--- src/rtl/dmem_arb_pkg.sv ---
// Shared types, funct3 encodings and the access legality rule for the data-memory arbiter.
package dmem_arb_pkg;

  typedef enum logic [1:0] {IDLE = 2'd0, ACCESS = 2'd1, RESP = 2'd2} state_t;
  typedef enum logic {REQ_CORE = 1'b0, REQ_DMA = 1'b1} req_id_t;

  localparam logic [2:0] F3_B  = 3'b000;
  localparam logic [2:0] F3_H  = 3'b001;
  localparam logic [2:0] F3_W  = 3'b010;
  localparam logic [2:0] F3_BU = 3'b100;
  localparam logic [2:0] F3_HU = 3'b101;

  // Stores only have signed-form widths; unsigned forms are load-only.
  function automatic logic legal_access(input logic we, input logic [2:0] funct3,
                                        input logic [1:0] addr_lo);
    logic ok;
    ok = 1'b0;
    case (funct3)
      F3_B:  ok = 1'b1;
      F3_BU: ok = !we;
      F3_H:  ok = !addr_lo[0];
      F3_HU: ok = !we && !addr_lo[0];
      F3_W:  ok = (addr_lo == 2'b00);
      default: ok = 1'b0;
    endcase
    return ok;
  endfunction

endpackage

--- src/rtl/dmem_rr_picker.sv ---
// Two-way round-robin pick: on a tie the port not granted last wins.
module dmem_rr_picker (
  input  logic [1:0] req,
  input  logic       last,
  output logic       winner,
  output logic       any
);

  always_comb begin
    any    = |req;
    winner = (&req) ? ~last : req[1];
  end

endmodule

--- src/rtl/dmem_arbiter.sv ---
// Arbitrates core and DMA masters onto one data-memory port, one access at a time,
// rejecting illegal or misaligned requests before they reach memory.
module dmem_arbiter
  import dmem_arb_pkg::*;
#(
  parameter int DM_ADDRESS = 9,
  parameter int DATA_W     = 32
) (
  input  logic                  clk,
  input  logic                  reset,
  input  logic                  c_req,
  input  logic                  c_we,
  input  logic [DM_ADDRESS-1:0] c_addr,
  input  logic [DATA_W-1:0]     c_wdata,
  input  logic [2:0]            c_funct3,
  output logic                  c_gnt,
  output logic                  c_rvalid,
  output logic [DATA_W-1:0]     c_rdata,
  output logic                  c_err,
  input  logic                  d_req,
  input  logic                  d_we,
  input  logic [DM_ADDRESS-1:0] d_addr,
  input  logic [DATA_W-1:0]     d_wdata,
  input  logic [2:0]            d_funct3,
  output logic                  d_gnt,
  output logic                  d_rvalid,
  output logic [DATA_W-1:0]     d_rdata,
  output logic                  d_err,
  output logic                  MemRead,
  output logic                  MemWrite,
  output logic [DM_ADDRESS-1:0] a,
  output logic [DATA_W-1:0]     wd,
  output logic [2:0]            Funct3,
  input  logic [DATA_W-1:0]     rd
);

  state_t                r_state, w_next;
  logic                  r_last;
  logic                  r_we;
  logic [DM_ADDRESS-1:0] r_addr;
  logic [DATA_W-1:0]     r_wdata;
  logic [2:0]            r_f3;
  req_id_t               r_id;
  logic [DATA_W-1:0]     r_c_rdata, r_d_rdata;
  logic                  w_any, w_winner, w_legal;

  dmem_rr_picker u_pick (
    .req    ({d_req, c_req}),
    .last   (r_last),
    .winner (w_winner),
    .any    (w_any)
  );

  assign w_legal = legal_access(r_we, r_f3, r_addr[1:0]);
  assign c_rdata = r_c_rdata;
  assign d_rdata = r_d_rdata;

  always_ff @(posedge clk) begin
    if (reset) r_state <= IDLE;
    else       r_state <= w_next;
  end

  always_comb begin
    w_next = r_state;
    case (r_state)
      IDLE:    if (w_any) w_next = ACCESS;
      ACCESS:  w_next = (w_legal && !r_we) ? RESP : IDLE;
      RESP:    w_next = IDLE;
      default: w_next = IDLE;
    endcase
  end

  always_comb begin
    c_gnt    = 1'b0;
    d_gnt    = 1'b0;
    c_err    = 1'b0;
    d_err    = 1'b0;
    c_rvalid = 1'b0;
    d_rvalid = 1'b0;
    MemRead  = 1'b0;
    MemWrite = 1'b0;
    a        = '0;
    wd       = '0;
    Funct3   = '0;
    case (r_state)
      ACCESS: begin
        if (w_legal) begin
          MemRead  = !r_we;
          MemWrite = r_we;
          a        = r_addr;
          wd       = r_wdata;
          Funct3   = r_f3;
          c_gnt    = (r_id == REQ_CORE);
          d_gnt    = (r_id == REQ_DMA);
        end else begin
          c_err    = (r_id == REQ_CORE);
          d_err    = (r_id == REQ_DMA);
        end
      end
      RESP: begin
        c_rvalid = (r_id == REQ_CORE);
        d_rvalid = (r_id == REQ_DMA);
      end
      default: ;
    endcase
  end

  // Request latch, fairness pointer and per-port load result registers.
  always_ff @(posedge clk) begin
    if (reset) begin
      r_last    <= 1'b1;
      r_we      <= 1'b0;
      r_addr    <= '0;
      r_wdata   <= '0;
      r_f3      <= '0;
      r_id      <= REQ_CORE;
      r_c_rdata <= '0;
      r_d_rdata <= '0;
    end else begin
      if (r_state == IDLE && w_any) begin
        r_id    <= w_winner ? REQ_DMA : REQ_CORE;
        r_we    <= w_winner ? d_we     : c_we;
        r_addr  <= w_winner ? d_addr   : c_addr;
        r_wdata <= w_winner ? d_wdata  : c_wdata;
        r_f3    <= w_winner ? d_funct3 : c_funct3;
      end
      if (r_state == ACCESS) begin
        r_last <= (r_id == REQ_DMA);
        if (w_legal && !r_we) begin
          if (r_id == REQ_CORE) r_c_rdata <= rd;
          else                  r_d_rdata <= rd;
        end
      end
    end
  end

endmodule

--- config.mk ---
export PLATFORM = sky130hd
export DESIGN_NAME = dmem_arbiter
export DESIGN_NICKNAME = d
export VERILOG_FILES = /design/src/rtl/dmem_arb_pkg.sv /design/src/rtl/dmem_rr_picker.sv /design/src/rtl/dmem_arbiter.sv
export SDC_FILE = /design/constraint.sdc
export NUM_CORES = 1
export LEC_CHECK = 0
export CORE_MARGIN = 5
export CORE_UTILIZATION = 43
export CTS_BUF_LIST = sky130_fd_sc_hd__clkbuf_8
export CTS_CLUSTER_DIAMETER = 60
export DETAILED_ROUTE_END_ITERATION = 16
export GPL_ROUTABILITY_DRIVEN = 0
export PLACE_DENSITY_LB_ADDON = 0.08
export RECOVER_POWER = 50
export SLEW_MARGIN = 20
export SYNTH_ARGS = -nofsm -noshare
export SYNTH_HDL_FRONTEND = slang
export SYNTH_HIERARCHICAL = 1
export SYNTH_SLANG_ARGS = --single-unit
--- constraint.sdc ---
create_clock -name clk -period 2.2 [get_ports clk]
set_input_delay 0.44 -clock clk [delete_from_list [all_inputs] [get_ports clk]]
set_output_delay 0.44 -clock clk [all_outputs]
set_load 0.05 [all_outputs]
Word level (Yosys, flattened, before mapping)
Index checks and enable logic that the tools add are counted.
{"block": "totals", "register_bits": 113, "out_inout_bits": 116, "elab_cells": 60}
{"block": "op_classes", "n_eq_ne": 7, "mux": 30, "bitwise": 2, "n_reduce_logical": 12}
{"cell": "$mux W32", "count": 3}
{"cell": "$mux W9", "count": 3}
{"cell": "$mux W1", "count": 17}
{"cell": "$mux W3", "count": 3}
{"cell": "$eq A3 B3 Y1 const B", "count": 2}
{"cell": "$reduce_and A3 Y1", "count": 2}
{"cell": "$pmux W1 S5", "count": 1}
{"cell": "$logic_not A2 Y1", "count": 2}
{"cell": "$mux W2", "count": 2}
{"cell": "$pmux W2 S2", "count": 1}
{"cell": "$eq A3 B1 Y1 const B", "count": 1}
{"cell": "$eq A3 B2 Y1 const B", "count": 1}
{"cell": "$logic_and A1 B1 Y1", "count": 3}
{"cell": "$logic_not A3 Y1", "count": 1}
{"cell": "$eq A2 B1 Y1 const B", "count": 1}
{"cell": "$eq A2 B2 Y1 const B", "count": 1}
{"cell": "$logic_not A1 Y1", "count": 2}
{"cell": "$ne A2 B2 Y1 const B", "count": 1}
{"cell": "$not A1 Y1", "count": 2}
{"cell": "$reduce_and A2 Y1", "count": 1}
{"cell": "$reduce_or A2 Y1", "count": 1}

Depth between registers and ports, before layout
{"block": "logic_depth", "word_depth": 6, "mapped_depth": 6, "depth_no_buf": 4}

Hierarchy
The synthesis kept the hierarchy.
{"module": "dmem_arbiter", "instances": 1, "cells_per_inst": 526, "area_per_inst_um2": 5186.2, "seq_area_each_um2": 2262.2}
{"module": "dmem_rr_picker", "instances": 1, "cells_per_inst": 2, "area_per_inst_um2": 13.8, "seq_area_each_um2": 0.0}

Least setup slack after synthesis
Ideal clock, no wire load.
{"block": "synth_path", "path_kind": "register to output", "from": "register r_we", "to": "output MemRead", "arrival_ns": 2.135, "t_required_ns": 1.760, "slack_ns": -0.375, "stages_incl_launch_ff": 5, "n_path_buf": 1, "path_cell_list": "dfxtp_1 > clkbuf_1 > a221oi_1 > nor2_1 > nor3_1"}
{"block": "synth_via", "elab_chain_len": 5}
{"item": "start: declaration", "line_no": "dmem_arbiter.sv:39", "rtl": "logic r_we;"}
{"item": "start signal: assignment", "line_no": "dmem_arbiter.sv:122", "rtl": "r_we <= w_winner ? d_we : c_we;"}
{"item": "$logic_not A1 Y1 (*)", "line_no": "dmem_arb_pkg.sv:20, dmem_arb_pkg.sv:22, dmem_arbiter.sv:88"}
{"item": "$logic_and A1 B1 Y1", "line_no": "dmem_arb_pkg.sv:22", "rtl": "F3_HU: ok = !we && !addr_lo[0];"}
{"item": "$pmux W1 S5", "line_no": "dmem_arb_pkg.sv:18", "rtl": "case (funct3)"}
{"item": "$mux W1 (*)", "line_no": "dmem_arbiter.sv:87", "rtl": "if (w_legal) begin"}
{"item": "$mux W1 (*)", "line_no": "dmem_arbiter.sv:85", "rtl": "case (r_state)"}
{"item": "end: declaration", "line_no": "dmem_arbiter.sv:29", "rtl": "output logic MemRead,"}
Mark *: on every way between the ends. The rest lies on a longest branch, timed or not.

Final worst setup path
{"block": "layout_path", "from": "register r_addr[0]", "to": "output a[5]"}
{"block": "layout_via", "elab_chain_len": 5, "elab_cells_between_ends": 6, "classes_between": "mux: 3; reduce/logical: 3"}
{"item": "start: declaration", "line_no": "dmem_arbiter.sv:40", "rtl": "logic [DM_ADDRESS-1:0] r_addr;"}
{"item": "start signal: assignment", "line_no": "dmem_arbiter.sv:123", "rtl": "r_addr <= w_winner ? d_addr : c_addr;"}
{"item": "$logic_not A1 Y1", "line_no": "dmem_arb_pkg.sv:21, dmem_arb_pkg.sv:22"}
{"item": "$logic_and A1 B1 Y1", "line_no": "dmem_arb_pkg.sv:22"}
{"item": "$pmux W1 S5 (*)", "line_no": "dmem_arb_pkg.sv:18"}
{"item": "$mux W9 (*)", "line_no": "dmem_arbiter.sv:87"}
{"item": "$mux W9 (*)", "line_no": "dmem_arbiter.sv:85"}
{"item": "end: declaration", "line_no": "dmem_arbiter.sv:31", "rtl": "output logic [DM_ADDRESS-1:0] a,"}
Marks and branches as above.

==> key figures <==
Routing
  • Initial DRC Count: 220
  • Post-DRT Antenna Nets: 0
  • Vias/cell: 4.984
  • Routed WL: 16.03 mm
  • TritonRoute pass-1 iters: 5
  • # DRC: 0
  • WL per Instance: 17.25 µm
  • Total number of vias: 4630

Layout
  • Reg area: 2263 µm²
  • Area Overhead vs Synth: 72.28%
  • Layout Cells excl Fill: 929
  • Fillers: 821
  • Final core utilization: 75.21%
  • Final nets: 894
  • Multi-input logic area: 2927 µm²
  • Share of cells above drive strength 1: 20.87%

Setup path
  • Critical Path Sink Type: primary output
  • Crit path DAT: 2.07 ns
  • CP startpoint kind: flop
  • Critical Path Fanout Max: 10
  • Crit path required time: 1.76 ns
  • CP Class: reg -> out

Timing
  • Worst Tran Pin Value: 0.6799 ns
  • Relative slew margins: 54.67%
  • Min Tclk post-route: 2.512 ns
  • FMAX: 0.3981 GHz
  • Final Skew: 0.01554 ns
  • Final-report hold violation count: 0
  • Final WS setup: -0.3120 ns
  • Max-slew violation count: 0
  • Period utilisation layout: 114.2%
  • Count of final setup violators: 44
  • Unrepaired setup endpoints after global routing: yes

Flow run
  • Number of max-cap violations: 0

Power
  • Combinational share of power: 30.3%
  • Leakage: 3.604 nW
  • Internal Pwr Total: 4.089 mW
  • Seq pwr share: 38.6%
  • Clock share of power: 31.1%
  • Psw: 1.922 mW
  • Sw Share: 31.98%
  • Worst VDD drop: 0.3507 mV
  • Pwr/cell area: 671.0 nW/µm²

Die
  • Die width: 120.0 µm
  • Initial Util: 43.66%
  • Die height: 120.0 µm
  • Core area: 11910 µm²
  • Ports: 242
  • Std-Cell Rows: 40
  • Full die area: 14390 µm²

Synthesis
  • Top cells by area, synth: dfxtp_1, mux2i_1, nand2b_1, a211oi_1, and2_1
  • Syn Inst Count: 528
  • Synthesized flop and latch total: 113
  • Netlist cell types: 30
  • Leading area contributor after synthesis: dfxtp_1
  • Synth Warn #: 6
  • Mean Syn Cell Area: 9.848 µm²
  • Yosys top cell area share: 43.50%
  • Cell area after synthesis: 5200 µm²
  • Seq/Total Area, Yosys: 43.50%
  • Mapped Nets: 654

Global routing
  • Initial antenna violation count: 1
  • First-pass GRT wire length: 24.95 mm
  • Largest net degree at the start of global routing: 70
  • Total congestion overflow: 0
  • Total track usage: 21.75%
  • Vias in the first global route: 4988

Outcome
  • Failing checks: setup timing
  • Status: complete, but fails checks

Clock tree
  • CTS tree: yes
  • Worst-path clk slew: 0.06 ns
  • CTS H-tree depth: 4
  • Clock sinks: 113
  • Clock buffer depth: 2
  • Root buf cell: clkbuf_8
  • Clk_lat worst skew: 0.43 ns
  • Num CTS Buffers: 17

Min path
  • Worst Hold Class: reg -> reg

Placement
  • Place WS: 0.05178 ns
  • Dpl cells: 891
  • Port Buffers: 241
  • HPWL Detailed: 11.48 mm
-- routing by layer --
metal  wire length [µm]  vias up  share of wire, %  global-route usage, %
met5                  0        -                 0                      0
met4                352        0               2.2                  7.802
met3               1302       28               8.1                  8.247
met2               8145      173                51                  38.25
met1               6225     2133                39                  23.83
li1                   -     2296                 -                      -
-- final cells by class --
type | count | share of cell area (%)
multi-input combinational | 371 | 32.67
timing repair buffer | 265 | 35.73
antenna | 1 | 0.02793
clock inverter | 15 | 1.648
tap | 147 | 2.053
clock buffer | 17 | 2.612
sequential | 113 | 25.27
-- sequential cells by signal, summed over array words and instances, names as in the netlist --
signal   flops
c_rdata     32
d_rdata     32
r_addr       9
r_f3         3
r_id         1
r_last       1
r_state      2
r_wdata     32
r_we         1
-- critical path: stages (launching register included) --
cell and delay [ns]:
dfxtp_1 0.31, buf_4 0.17, a221o_1 0.40, a21oi_4 0.20
buf_12 0.15, buf_16 0.13, and2_4 0.16, buf_12 0.13
-- cell families after synthesis --
logic type,share of synthesized area [%]
compound gates,8.494
flops,43.50
mux,21.17
simple gates,22.40
buf+inv,4.427
-- synthesized netlist by cell type, drive strengths merged --
cell       n
dfxtp    113
nor3b      2
buf       12
mux2i    110
nand2b    97
a211oi    46
or4        1
a21boi     1
nand3b     1
a2111o     1
a221oi     1
nor3       3
a2111oi    1
nor2      49
a21oi      2
nor4       2
and3b      1
or2        1
nor2b      2
a221o      1
a21o       1
clkbuf    32
and3       5
nand2      2
a211o      1
and2      40
-- worst paths after layout --
kind,from,end,slack (ns),depth (start not counted)
min reg2reg,c_rdata[2],c_rdata[2],0.47,2
max,r_addr[0],a[5],-0.31,7
min,c_rdata[2],c_rdata[2],0.47,2
max reg2reg,r_f3[2],d_rdata[4],0.17,5
-- stage by stage --
step,cell area (µm²),setup TNS (ns),total power [mW],hold WS (ns)
3_3_place_gp,8398,0,4.031,0.4582
6_report,8959,-11.54,6.011,0.4748
5_1_grt,8959,-16.04,6.292,0.5009
3_5_place_dp,8398,0,4.067,0.4613
2_1_floorplan,5294,-0.8160,3.305,0.4383
4_1_cts,8955,-11.26,6.043,0.4796
-- power groups by stage --
stage	logic, mW	clock network (mW)	registers [mW]
after global placement	1.68	0	2.35
after CTS	1.82	1.90	2.31
after global routing	1.93	2.02	2.34
final	1.82	1.87	2.32
after detailed placement	1.71	0	2.35
after floorplan	0.796	0	2.51
-- what timing repair did --
action,in CTS,in global routing
pin swaps,4,8
resized for setup,23,16
setup endpoints to repair,46,49
gates cloned,3,0
hold buffers,0,0
setup buffers,2,1
-- cells in the final DEF, fill, tap and decap left out, drive strengths merged, types with 3 or more instances in the layout --
cell / count
clkinv: 10
nor2: 49
nand2b: 97
dfxtp: 113
and2: 40
nor3: 3
clkbuf: 21
mux2i: 110
clkdlybuf4s50: 187
and3: 5
buf: 73
a211oi: 46
Power figures use the tool's default switching activity.
==> edit, RTL diff (same flow settings) <==
Register the output `c_err`, without a reset; this adds one clock of latency there. The other outputs are not delayed to match.
--- a/src/rtl/dmem_arbiter.sv
+++ b/src/rtl/dmem_arbiter.sv
@@ -35,2 +35,4 @@
 );
+
+  logic c_err_d;
 
@@ -75,3 +77,3 @@
     d_gnt    = 1'b0;
-    c_err    = 1'b0;
+    c_err_d  = 1'b0;
     d_err    = 1'b0;
@@ -95,3 +97,3 @@
         end else begin
-          c_err    = (r_id == REQ_CORE);
+          c_err_d  = (r_id == REQ_CORE);
           d_err    = (r_id == REQ_DMA);
@@ -136,2 +138,6 @@
 
+  always_ff @(posedge clk) begin
+    c_err <= c_err_d;
+  end
+
 endmodule
Formal check against the unedited RTL: not equivalent (Yosys sat finds a counterexample within 4 cycles, from zero or initial values and one cycle with reset high).
==> edit against the unedited design <==
  * The run still ends with negative setup slack left
  * Routed wire length shrank 0.28%
  * Final area grew 1.0%
  * Synthesized area grew 0.38%
  * Global-route usage shrank 0.17 points
  * Core utilization grew 0.47 points
  * Sequential share of layout area is essentially flat
  * Setup slack gained 16 ps
  * Count of clock-buffer cells in the layout grew 4
  * Total power grew 6.5%
  * Sequential cell count grew 1
  * Critical path type unchanged
==> edit: results (changes against the unedited design) <==
* Outcome: complete, but fails checks
* Failing checks: negative setup slack
* GR Overflow Total at 0 (unchanged)
* Peak VDD IR at 0.000376 V (+7.3%)
* Antenna Cells at 0 (-1)
* WHS Path Cells at 2 (unchanged)
* Sink of the worst hold path: c_rdata[3]
* DR vias at 4614 (-0.35%)
* CTS max path bufs at 2 (unchanged)
* H-Tree Level Count at 4 (unchanged)
* Clock skew at 10.3 ps (-5.19 ps)
* HP Class: reg -> reg
* Nets at 896 (+0.22%)
* DP HPWL at 11.5 mm (+0.21%)
* WHS at 473 ps (-1.93 ps)
* Syn Nets at 655 (+0.15%)
* First-pass detailed-route iteration total at 4 (-1)
* Reg2reg start: r_addr[0]
* CTS clk-pin slew, worst paths at around 70 ps
* Clk_lat worst skew at ~420 ps
* Iter 0 DRT Violations at 201 (-8.6%)
* Worst-Margin Slew at 738 ps (+58.3 ps)
* Crit Path Class: reg -> out
* Number of global-route vias before repair at 4848 (-2.8%)
* Synth top area cells: dfxtp_1 44%, mux2i_1 21%, nand2b_1 12%
* Layout cells sized above 1 at 20.8% (-0.053 points)
* Port bufs at 241 (unchanged)
* Initial antenna violation count at 0 (-1)
* Final setup vio count at 59 (+34%)
* GR Util met2 at 38.3% (unchanged)
* Grt met1 use at 23.4% (-0.47 points)
* GRT Util Overall at 21.6% (-0.17 points)
* Sequential fraction of the synthesis area at 43.7% (+0.22 points)
* Drt total wl at 16.0 mm (-0.28%)
* Largest net degree at the start of global routing at 105 (+50%)
* Delay of the slowest critical-path stage at 370 ps (-30 ps)
* R2R Path End: c_rdata[14]
* DP Cell Count at 889 (-0.22%)
* Final WS setup at -296 ps (+16.4 ps)
* Fill count at 831 (+1.2%)
* Leakage at 3.68 nW (+2.0%)
* Int Power at 4.51 mW (+10%)
* Crit-path max FO at 7 (-3)
* Total negative slack at -11450 ps (+91.9 ps)
* Reg2Reg Depth at 7 (+2)
* R2R setup slack at -30 ps (-200 ps)
* HP Start: c_rdata[3]
* Post-synth cell types at 30 (unchanged)
* Synth cell count leaders: 114 x dfxtp_1, 110 x mux2i_1, 97 x nand2b_1
* DR WL/cell at 17.2 um (-0.39%)
* First-pass GRT wire length at 24.7 mm (-0.99%)
* GR Util met3 at 7.95% (-0.30 points)
* Mapped Cells at 529 (+0.19%)
* CP max-delay cell: a221o_1
edit: cell count changes after synthesis, sizes merged:
cell,unedited run,this run
dfxtp,113,114
edit: worst max-delay path by stage:
stage	to	slack, ps	cells past startpoint
CTS	wd[3]	-310	6
floorplan	d_gnt	-20	4
global route	wd[21]	-360	6
detailed placement	wd[26]	70	5
global placement	wd[26]	80	5
finish	wd[1]	-300	7
edit: power by group through the flow:
stage	Sequential, mW	Clock (mW)	Combinational (mW)
6_report	2.34	2.23	1.83
5_1_grt	2.36	2.38	1.94
4_1_cts	2.33	2.28	1.79
3_5_place_dp	2.37	0	1.67
3_3_place_gp	2.36	0	1.64
2_1_floorplan	2.53	0	0.769
edit: layout make-up:
cell class                      instances  area share, %
Timing Repair Buffer                  266           35.9
Multi-Input combinational cell        371           31.7
Sequential cell                       114           25.2
Clock buffer                           21           3.19
Tap cell                              147           2.03
Clock inverter                         11           1.92
edit: layer usage:
metal	part of all wire [%]	wire [um]
met5	0	0
met4	2.7	433
met3	8.7	1390
met2	50	8000
met1	39	6170
edit: metrics by stage:
stage / setup WS [ps] / area [um^2] / util [%]
6_report: -296 / 9050 / 75.7
5_1_grt: -357 / 9050 / 75.7
4_1_cts: -307 / 8990 / 75.2
3_5_place_dp: 71.2 / 8330 / 69.7
3_3_place_gp: 83.2 / 8330 / 69.7
2_1_floorplan: -24.2 / 5280 / -
edit: cells by family (layout without fill, tap and decap cells):
group	count (synthesis)	in the layout	synth area share, %
muxes	110	110	21.1
DFF	114	114	43.7
and+or+nand+nor	206	206	22.3
AOI/OAI and AO/OA	55	55	8.46
buffers and inverters	44	298	4.41
edit: what timing repair did:
action / 4_1_cts / 5_1_grt
setup buffers: 3 / 2
endpoints found under the setup margin: 48 / 48
pin swaps: 24 / 8
gates resized for setup: 44 / 12
cloned: 3 / 1
edit: critical path: cells and delay by family, from the launching register on:
family                 cells  cell delay (ps)
and+or+nand+nor            1              170
AOI/OAI and AO/OA          2              580
DFF                        1              320
buffers and inverters      4              560
